**src/rtl/led_column_scanner.sv**
```systemverilog
// rtl/led_column_scanner.sv - double-buffered 8x8 LED column scanner with blanking and frame-aligned swap
module led_column_scanner #(
  parameter int DWELL = 50000,
  parameter int BLANK = 4
) (
  input  logic       CLK,
  input  logic       RST_N,
  input  logic       WR_EN,
  input  logic [2:0] WR_ADDR,
  input  logic [7:0] WR_DATA,
  input  logic       SWAP_REQ,
  output logic       SWAP_ACK,
  output logic       FRAME_DONE,
  output logic [2:0] SELECT,
  output logic [7:0] D
);

  typedef enum logic {
    ST_BLANKING = 1'b0,
    ST_SHOWING  = 1'b1
  } state_t;

  localparam logic [19:0] DWELL_LAST = 20'(DWELL - 1);
  localparam logic [19:0] BLANK_LAST = 20'(BLANK - 1);
  // With no blanking the reset state behaves as the first showing cycle of column 0
  localparam bit NO_BLANK = (BLANK == 0);

  state_t      r_state;
  state_t      w_state_next;
  logic [19:0] r_cnt;
  logic [19:0] w_cnt_next;
  logic [2:0]  r_sel;
  logic [2:0]  w_sel_next;
  logic [7:0]  r_d;
  logic [7:0]  w_d_next;
  logic        r_ack;
  logic        r_fd;
  logic        w_fd_next;

  logic [7:0]  r_buf_a [8];
  logic [7:0]  r_buf_b [8];
  logic        r_front_b;

  logic        w_showing;
  logic        w_col_end;
  logic        w_swap;
  logic        w_next_front_b;
  logic [7:0]  w_next_row;

  // Next-state, counter and output data; the row shown next comes from the post-swap front,
  // with a same-cycle write forwarded because it lands in the buffer that becomes front.
  always_comb begin
    w_showing      = (r_state == ST_SHOWING) || NO_BLANK;
    w_col_end      = w_showing && (r_cnt == DWELL_LAST);
    w_swap         = w_col_end && (r_sel == 3'd7) && SWAP_REQ;
    w_next_front_b = r_front_b ^ w_swap;
    w_fd_next      = w_col_end && (r_sel == 3'd7);

    w_state_next = r_state;
    w_cnt_next   = r_cnt + 20'd1;
    w_sel_next   = r_sel;

    if (w_showing) begin
      if (w_col_end) begin
        w_cnt_next   = 20'd0;
        w_sel_next   = r_sel + 3'd1;
        w_state_next = NO_BLANK ? ST_SHOWING : ST_BLANKING;
      end else begin
        w_state_next = ST_SHOWING;
      end
    end else if (r_cnt == BLANK_LAST) begin
      w_cnt_next   = 20'd0;
      w_state_next = ST_SHOWING;
    end

    w_next_row = w_next_front_b ? r_buf_b[w_sel_next] : r_buf_a[w_sel_next];
    if (w_swap && WR_EN && (WR_ADDR == w_sel_next)) begin
      w_next_row = WR_DATA;
    end

    w_d_next = (w_state_next == ST_SHOWING) ? w_next_row : 8'h00;
  end

  // Scan state, column counter and registered outputs
  always_ff @(posedge CLK or negedge RST_N) begin
    if (!RST_N) begin
      r_state <= ST_BLANKING;
      r_cnt   <= 20'd0;
      r_sel   <= 3'd0;
      r_d     <= 8'h00;
      r_ack   <= 1'b0;
      r_fd    <= 1'b0;
    end else begin
      r_state <= w_state_next;
      r_cnt   <= w_cnt_next;
      r_sel   <= w_sel_next;
      r_d     <= w_d_next;
      r_ack   <= w_swap;
      r_fd    <= w_fd_next;
    end
  end

  // Frame buffers: writes always target the current back buffer, roles flip on swap
  always_ff @(posedge CLK or negedge RST_N) begin
    if (!RST_N) begin
      r_front_b <= 1'b0;
      for (int i = 0; i < 8; i++) begin
        r_buf_a[i] <= 8'h00;
        r_buf_b[i] <= 8'h00;
      end
    end else begin
      if (WR_EN) begin
        if (r_front_b) begin
          r_buf_a[WR_ADDR] <= WR_DATA;
        end else begin
          r_buf_b[WR_ADDR] <= WR_DATA;
        end
      end
      if (w_swap) begin
        r_front_b <= ~r_front_b;
      end
    end
  end

  assign SWAP_ACK   = r_ack;
  assign FRAME_DONE = r_fd;
  assign SELECT     = r_sel;
  assign D          = r_d;

endmodule

```
**config.mk**
```make
export PLATFORM = sky130hd
export DESIGN_NAME = led_column_scanner
export DESIGN_NICKNAME = d
export VERILOG_FILES = /design/src/rtl/led_column_scanner.sv
export SDC_FILE = /design/constraint.sdc
export NUM_CORES = 1
export LEC_CHECK = 0
export CORE_AREA = 2 2 153 155
export DETAILED_ROUTE_END_ITERATION = 8
export DIE_AREA = 0 0 155 157
export MAX_ROUTING_LAYER = met4
export PLACE_DENSITY = 0.58
export SETUP_SLACK_MARGIN = 0.15
export SKIP_CTS_REPAIR_TIMING = 1
export SLEW_MARGIN = 20
export SYNTH_ARGS = -nofsm -noshare
export SYNTH_HDL_FRONTEND = slang
export SYNTH_SLANG_ARGS = --single-unit
export TNS_END_PERCENT = 100
```
**constraint.sdc**
```tcl
create_clock -name CLK -period 3.2 [get_ports CLK]
set_clock_uncertainty 0.1 [all_clocks]
set_input_delay 0.64 -clock CLK [delete_from_list [all_inputs] [get_ports CLK]]
set_output_delay 0.64 -clock CLK [all_outputs]
set_load 0.005 [all_outputs]
```
# --- After elaboration in Yosys (flattened, before gate mapping) ---
# Index checks and enable logic that the tools add are counted.
word_totals:
  register_bits: 163
  out_inout_bits: 13
  elab_cells: 65
  in_bits: 15
op_classes:
  n_addsub: 2
  mux: 21
  reduce_logical: 8
  bitwise_logic: 4
  n_eq_ne: 4
  n_lt_le_gt_ge: 3
ops:
  columns: ["operator", "n"]
  rows:
  - ["$bwmux 64", 2]
  - ["$mux 8", 8]
  - ["$mux 20", 3]
  - ["$bmux 8 s3", 2]
  - ["$demux 8 s3", 1]
  - ["$add 20x1->20 const B", 1]
  - ["$eq 20x16->1 const B", 1]
  - ["$eq 20x2->1 const B", 1]
  - ["$ge 4x4->1 const B", 2]
  - ["$not 3->4", 2]
  - ["$logic_and 1x1->1", 6]
  - ["$mux 3", 2]
  - ["$lt 4x1->1 const B", 1]
  - ["$reduce_and 2->1", 2]
  - ["$add 3x1->3 const B", 1]
  - ["$eq 3x3->1", 1]
  - ["$eq 3x3->1 const B", 1]
  - ["$mux 1", 3]
  - ["$not 1->1", 1]
  - ["$xor 1x1->1", 1]

# --- Longest topological paths before layout ---
# Gate-level depths: netlist (run 1).
logic_depth:
  depth_word: 11
  mapped_depth: 12
  mapped_depth_nobuf: 9

# --- Least setup slack after synthesis (run 1) ---
# OpenSTA, ideal clock, no wires.
synth_path:
  kind: "reg2reg"
  start: "reg r_sel[1], in the netlist SELECT[1]"
  end: "reg r_d[5], in the netlist D[5]"
  n_path_buf: 2
  required_time_ns: 2.953
  stages_incl_launch_ff: 9
  setup_slack_ns: 0.388
  arrival_time_ns: 2.565
  period_less_slack_ns: 2.812
  cell_sequence: "dfrtp_1 > ha_1 > ha_1 > clkbuf_1 > buf_2 > mux2_2 > mux4_2 > a2111oi_0 > a21oi_1"
synth_via:
  elab_chain_len: 10
  elab_cells_between_ends: 20
synth_rtl:
  columns: ["element", "line", "text"]
  rows:
  - ["start: declaration", "32", "logic [2:0] r_sel;"]
  - ["start signal: assignment", "96", "r_sel <= w_sel_next;"]
  - ["$add 3x1->3", "66", "w_sel_next = r_sel + 3'd1;"]
  - ["$mux 3", "64", "if (w_col_end) begin"]
  - ["$mux 3", "63", "if (w_showing) begin"]
  - ["$not 3->4 (not written as such)", "76", "w_next_row = w_next_front_b ? r_buf_b[w_sel_next] : r_buf_a[w_sel_next];"]
  - ["$bmux 8 s3", "76", null]
  - ["$mux 8 (not written as such) (2 in a row)", "76", null]
  - ["$mux 8", "76", null]
  - ["$mux 8 (*)", "77", "if (w_swap && WR_EN && (WR_ADDR == w_sel_next)) begin"]
  - ["$mux 8 (*)", "81", "w_d_next = (w_state_next == ST_SHOWING) ? w_next_row : 8'h00;"]
  - ["via w_d_next[5]", "35", "logic [7:0] w_d_next;"]
  - ["end signal: assignment", "97", "r_d <= w_d_next;"]
  - ["end: declaration", "34", "logic [7:0] r_d;"]
# Mark *: on every way through the listed nets, which the timed path passes. The rest lies on a longest branch. The select of a mux whose other input is x is not followed.
# A chain may end at the register's enable or synchronous reset.

# --- Final worst setup path (run 1) ---
layout_path:
  start: "reg r_cnt[0]"
  end: "reg r_d[6], in the netlist D[6]"
layout_via:
  elab_chain_len: 11
  elab_cells_between_ends: 24
layout_rtl:
  columns: ["element", "line", "text"]
  rows:
  - ["start: declaration", "30", "logic [19:0] r_cnt;"]
  - ["start signal: assignment", "95", "r_cnt <= w_cnt_next;"]
  - ["$eq 20x16->1", "54", "w_col_end = w_showing && (r_cnt == DWELL_LAST);"]
  - ["$logic_and 1x1->1", "54", null]
  - ["$mux 3", "64", null]
  - ["$mux 3", "63", null]
  - ["$not 3->4 (not written as such)", "76", null]
  - ["$bmux 8 s3", "76", null]
  - ["$mux 8 (not written as such) (2 in a row)", "76", null]
  - ["$mux 8", "76", null]
  - ["$mux 8", "77", null]
  - ["$mux 8 (*)", "81", null]
  - ["via w_d_next[6]", "35", null]
# Marked as above.

==> results.sh, run 1 <==
export IMPL_grt_pass1_vias=6283
export IMPL_synth_edff_count=0
export IMPL_setup_ws_ns=0.321
export IMPL_dp_hpwl_um=15200
export IMPL_vias_per_cell=5.87
export IMPL_cts_sinks=163
export IMPL_synth_top_family_by_area="multiplexers"
export IMPL_critPathMaxFanout=6
export IMPL_postSynth_asyncResetShare=1.00
export IMPL_outcome="completed"
export IMPL_p_per_area_mw_per_mm2=491
export IMPL_area_growth_pct=15.3
export IMPL_ir_drop_uv=311
export IMPL_gp_congestion=0.834
export IMPL_fillerInstances=2054
export IMPL_grt_pass1_wl_um=36400
export IMPL_synth_cell_types=47
export IMPL_synth_top_area_share=0.479
export IMPL_critPathRequiredTime_ns=3.43
export IMPL_drtAntennaViolNets=0
export IMPL_die_w_um=155
export IMPL_numCtsBuffers=17
export IMPL_synth_top_cell_by_area="dfrtp_1"
export IMPL_grt_max_degree=60
export IMPL_slew_headroom=0.434
export IMPL_final_nets=752
export IMPL_setup_viol=0
export IMPL_dpl_worst_slack_ns=0.230
export IMPL_crit_path_end_kind="register"
export IMPL_yosys_top_cells_area="dfrtp_1, mux2_2, mux4_2"
export IMPL_clk_latency_ns=0.42
export IMPL_ys_top_cells_by_count="dfrtp_1, mux2_2, mux2i_1"
export IMPL_synthCells=697
export IMPL_wire_per_inst_um=22.1
export IMPL_power_total_mw=4.82
export IMPL_overflow=0
export IMPL_initialDrtViolationCount=363
export IMPL_top_level_ports=28
export IMPL_path_clk_slew_ns=0.06
export IMPL_finalMaxSlewViolations=0
export IMPL_clockBufferDepth=2
export IMPL_ys_flop_type="dfrtp_1"
export IMPL_synthXorXnorAreaFrac=0.0247
export IMPL_rsz0062_at_grt="no"
export IMPL_fmax_ghz=0.347
export IMPL_num_rows=55
export IMPL_finalCriticalPeriod_ns=2.88
export IMPL_core_sq_mm=0.0225
export IMPL_num_antenna_cells=0
export IMPL_dr_pass1_iters=5
export IMPL_synthMuxAreaShare=0.283
export IMPL_final_core_util=0.437
export IMPL_synth_most_common_cell="dfrtp_1"
export IMPL_drive_above_1_share=0.322
export IMPL_antenna_found_initial=0
export IMPL_ys_warn_count=0
export IMPL_synth_compound_area_frac=0.0869
export IMPL_synthSimpleGateAreaFrac=0.0950
export IMPL_synthAdderAreaFrac=0.00441
export IMPL_maxCapViolations=0
export IMPL_dieHeight_um=157
export IMPL_final_hold_viol_count=0
export IMPL_critPathKind="register to register"
export IMPL_port_buffers=27
export IMPL_cts_root_buf="clkbuf_16"
export IMPL_tightest_slew_ns=0.847
export IMPL_finalSetupTns_ns=0
export IMPL_dieArea_sq_mm=0.0243
export IMPL_yosysSeqAreaShare=0.479
export IMPL_via_count=6056
export IMPL_fin_crit_sh=0.900
export IMPL_cts_tree="built"
export IMPL_initial_core_util=0.379
export IMPL_crit_arrival_ns=3.11
export IMPL_synth_seq_cells=163
export IMPL_avgSynthCellArea_sq_um=12.2
export IMPL_wl_um=22800
export IMPL_power_leakage_nw=4.07
export IMPL_hold_path_class="input pin to asynchronous set/reset pin"
export IMPL_syn_nets=715
export IMPL_htreeDepth=4
export IMPL_syn_area_sq_mm=0.00852
export IMPL_drc=0
export IMPL_grt_total_usage=0.202
export IMPL_critPathLaunchType="register"
[routing by layer]
layer,track usage,share of wire,vias up
met3,0.0339,0.038,34
met5,-,0,-
met2,0.320,0.47,175
met4,0.0705,0.027,0
met1,0.264,0.46,3153
li1,-,-,2694
[final timing paths]
| kind | startpoint | end | slack [ns] | depth (start not counted) |
|---|---|---|---|---|
| min in group CLK | r_cnt[0] | r_cnt[0] | 0.37 | 1 |
| max | r_cnt[0] | D[6] | 0.32 | 9 |
| min reg2reg | r_cnt[0] | r_cnt[0] | 0.37 | 1 |
| min | RST_N | r_buf_b[44] | 0.04 | 1 |
| max in group asynchronous | RST_N | r_cnt[14] | 2.18 | 2 |
| max reg2reg | r_cnt[0] | D[6] | 0.32 | 9 |
[worst max-delay path: stages, from the launching register on]
cell and delay [ns]:
dfrtp_1 0.37, ha_1 0.22, and3_1 0.21, nand4_2 0.23, nor2_4 0.27, buf_4 0.24, mux4_2 0.55, a211oi_1 0.24
a211oi_1 0.11, a41oi_1 0.25
[cell type report]
type                    instances  area [sq um]  area share
clock buffers                  19           443      0.0451
clock inverters                12           124      0.0126
inverters                       4          15.0     0.00153
multi-input cells             483          4210       0.428
flip-flops and latches        163          4080       0.415
well taps                     285           357      0.0363
repair buffers                 65           598      0.0609
[stage by stage]
stage	hold slack [ns]	instance area, sq um	cells
final	0.0351	9830	1031
after detailed placement	0.359	9260	1000
after global placement	0.343	9260	1000
after global routing	0.0665	9830	1031
after CTS	0.0503	9820	1031
after floorplan	0.244	8520	697
[sequential cells by signal (all words and copies together) (netlist names)]
signal      cells
SWAP_ACK        1
r_state         1
r_cnt          20
D               8
FRAME_DONE      1
r_buf_b        64
r_front_b       1
r_buf_a        64
SELECT          3
[cell usage in the layout (no fill, tap or decap), drive strengths merged, types with 3 or more instances in the layout]
master,Yosys,layout
and3,9,9
a21oi,21,21
buf,17,39
inv,4,9
clkdlybuf4s50,0,26
xor2,7,7
clkinv,0,5
o22ai,30,30
xnor2,17,17
nor3,10,10
ha,3,3
o32ai,27,27
dfrtp,163,163
clkbuf,30,19
nor2b,5,5
mux2,142,142
a41oi,7,7
nand2,33,33
nand4,6,6
nor2,37,37
nand2b,9,9
nand3,11,11
a211oi,10,10
mux4,19,19
o21ai,7,7
or3,16,16
nor4,5,5
mux2i,38,38
[cells by family (layout without fill, tap and decap cells)]
logic type	after synthesis	in the layout
flops	163	163
fa+ha+maj	3	3
compound gates	107	107
buf+inv	51	100
simple gates	150	150
xor+xnor	24	24
mux	199	199
[report_power, final]
part           leakage (nW)  switching [mW]  internal (mW)
Clock                 0.277           0.864           1.11
Combinational          1.67           0.208          0.266
Sequential             2.12           0.139           2.24
Power figures use the tool's default switching activity.
==> run 2: changes to the inputs <==
==> constraint.sdc (replaced) <==
create_clock -name CLK -period 3.2 [get_ports CLK]
set_clock_uncertainty 0.1 [all_clocks]
set_input_delay 0.48 -clock CLK [delete_from_list [all_inputs] [get_ports CLK]]
set_output_delay 0.48 -clock CLK [all_outputs]
set_load 0.005 [all_outputs]
==> results.sh, run 2 (same netlist as run 1, synthesis figures left out) <==
export IMPL_outcome="completed"
export IMPL_dieArea_sq_mm=0.0243
export IMPL_dp_hpwl_um=14800
export IMPL_via_count=6063
export IMPL_slew_headroom=0.403
export IMPL_grt_max_degree=95
export IMPL_tightest_slew_ns=0.896
export IMPL_finalSetupTns_ns=0
export IMPL_dpl_worst_slack_ns=0.339
export IMPL_top_level_ports=28
export IMPL_grt_total_usage=0.197
export IMPL_dr_pass1_iters=6
export IMPL_cpMostUsedCell="ha_1"
export IMPL_htreeDepth=4
export IMPL_core_sq_mm=0.0225
export IMPL_p_sw_mw=1.20
export IMPL_crit_path_end_kind="register"
export IMPL_crit_buf_inv=1
export IMPL_clk_latency_ns=0.43
export IMPL_num_rows=55
export IMPL_wire_per_inst_um=21.9
export IMPL_p_per_area_mw_per_mm2=489
export IMPL_rsz0062_at_grt="no"
export IMPL_grt_pass1_vias=6332
export IMPL_final_cell_area_sq_mm=0.00977
export IMPL_power_total_mw=4.78
export IMPL_timing_critical_path_max_delay_family="multiplexers"
export IMPL_drive_above_1_share=0.320
export IMPL_critPathRequiredTime_ns=3.40
export IMPL_num_antenna_cells=0
export IMPL_final_common_cell="dfrtp_1"
export IMPL_grt_pass1_wl_um=35300
export IMPL_switching_share=0.250
export IMPL_numCtsBuffers=17
export IMPL_cts_root_buf="clkbuf_16"
export IMPL_ir_drop_uv=344
export IMPL_maxCapViolations=0
export IMPL_fmax_ghz=0.346
export IMPL_die_w_um=155
export IMPL_setup_viol=0
export IMPL_clockBufferDepth=2
export IMPL_setup_ws_ns=0.306
export IMPL_final_hold_viol_count=0
export IMPL_power_frac_seq=0.497
export IMPL_gp_congestion=0.842
export IMPL_clkPwrFrac=0.405
export IMPL_crit_arrival_ns=3.09
export IMPL_vias_per_cell=5.91
export IMPL_final_cell_mix="dfrtp_1, mux2_2, mux2i_1"
export IMPL_antenna_found_initial=0
export IMPL_final_core_util=0.434
export IMPL_initial_core_util=0.379
export IMPL_drc=0
export IMPL_cts_sinks=163
export IMPL_area_growth_pct=14.7
export IMPL_critPathKind="register to register"
export IMPL_cp_slowest_cell="mux4_2"
export IMPL_initialDrtViolationCount=394
export IMPL_critPathMaxFanout=9
export IMPL_top_regs="r_buf_a: 64 flops, r_buf_b: 64 flops, r_cnt: 20 flops"
export IMPL_hold_path_class="input pin to asynchronous set/reset pin"
export IMPL_finalCriticalPeriod_ns=2.89
export IMPL_critPathLaunchType="register"
export IMPL_fin_crit_sh=0.904
export IMPL_finalMaxSlewViolations=0
export IMPL_port_buffers=27
export IMPL_cp_slowest_stage_delay_ns=0.47
export IMPL_drtAntennaViolNets=0
export IMPL_overflow=0
export IMPL_final_nets=748
export IMPL_path_clk_slew_ns=0.06
export IMPL_crit_chain="ha_1, ha_1, buf_4, mux2_2, mux4_2, a2111oi_0, a21oi_1"
export IMPL_dpl_cell_area_sq_mm=0.00922
export IMPL_power_leakage_nw=4.03
export IMPL_internal_power_mw=3.58
export IMPL_p_comb_frac=0.098
export IMPL_dieHeight_um=157
export IMPL_wl_um=22400
export IMPL_cts_tree="built"
## run 2: power groups by stage
stage	clock, mW	combinational [mW]	sequential [mW]
detailed placement	0	0.475	2.41
CTS	1.98	0.477	2.37
global placement	0	0.458	2.39
finish	1.93	0.469	2.38
global route	2.08	0.517	2.39
floorplan	0	0.327	2.37
## run 2: routing by layer
| metal | routed length, um | track usage | vias to the layer above |
|---|---|---|---|
| met3 | 1230 | 0.0471 | 39 |
| li1 | - | - | 2695 |
| met2 | 10900 | 0.322 | 200 |
| met4 | 531 | 0.0692 | 0 |
| met5 | 0 | - | - |
| met1 | 9740 | 0.239 | 3129 |
## run 2: per-stage QoR
| stage | std cells | hold WS, ns |
|---|---|---|
| after detailed placement | 996 | 0.356 |
| after global routing | 1026 | 0.104 |
| after CTS | 1026 | 0.0737 |
| after floorplan | 697 | 0.0844 |
| final | 1026 | 0.0470 |
| after global placement | 996 | 0.336 |
## run 2: cell type report
type / count / area (sq um)
clock buffers: 17 / 425
clock inverters: 13 / 126
fillers: 2044 / 12700
inverters: 4 / 15.0
multi-input cells: 483 / 4210
flip-flops and latches: 163 / 4080
well taps: 285 / 357
repair buffers: 61 / 552
## run 2: final timing paths
path / start / to / slack, ns / cells past startpoint
min in group CLK: r_cnt[0] / r_cnt[0] / 0.36 / 1
max in group asynchronous: RST_N / r_buf_a[41] / 2.19 / 2
worst max register to register: SELECT[0] / D[5] / 0.31 / 7
worst max-delay path: SELECT[0] / D[5] / 0.31 / 7
worst min register to register: r_cnt[0] / r_cnt[0] / 0.36 / 1
worst min-delay path: RST_N / r_cnt[6] / 0.05 / 1
## run 2: worst reg2reg max path, delay by kind of cell, from the launching register on
family | cells | cell delay [ns]
fa+ha+maj | 2 | 0.61
flops | 1 | 0.41
mux | 2 | 0.82
compound gates | 2 | 0.56
buf+inv | 1 | 0.27
==> run 3: changes to the inputs <==
- TNS_END_PERCENT: 100 -> unset
==> results of run 3 <==
No change in the layout: final DEF, timing and power equal those of run 2.
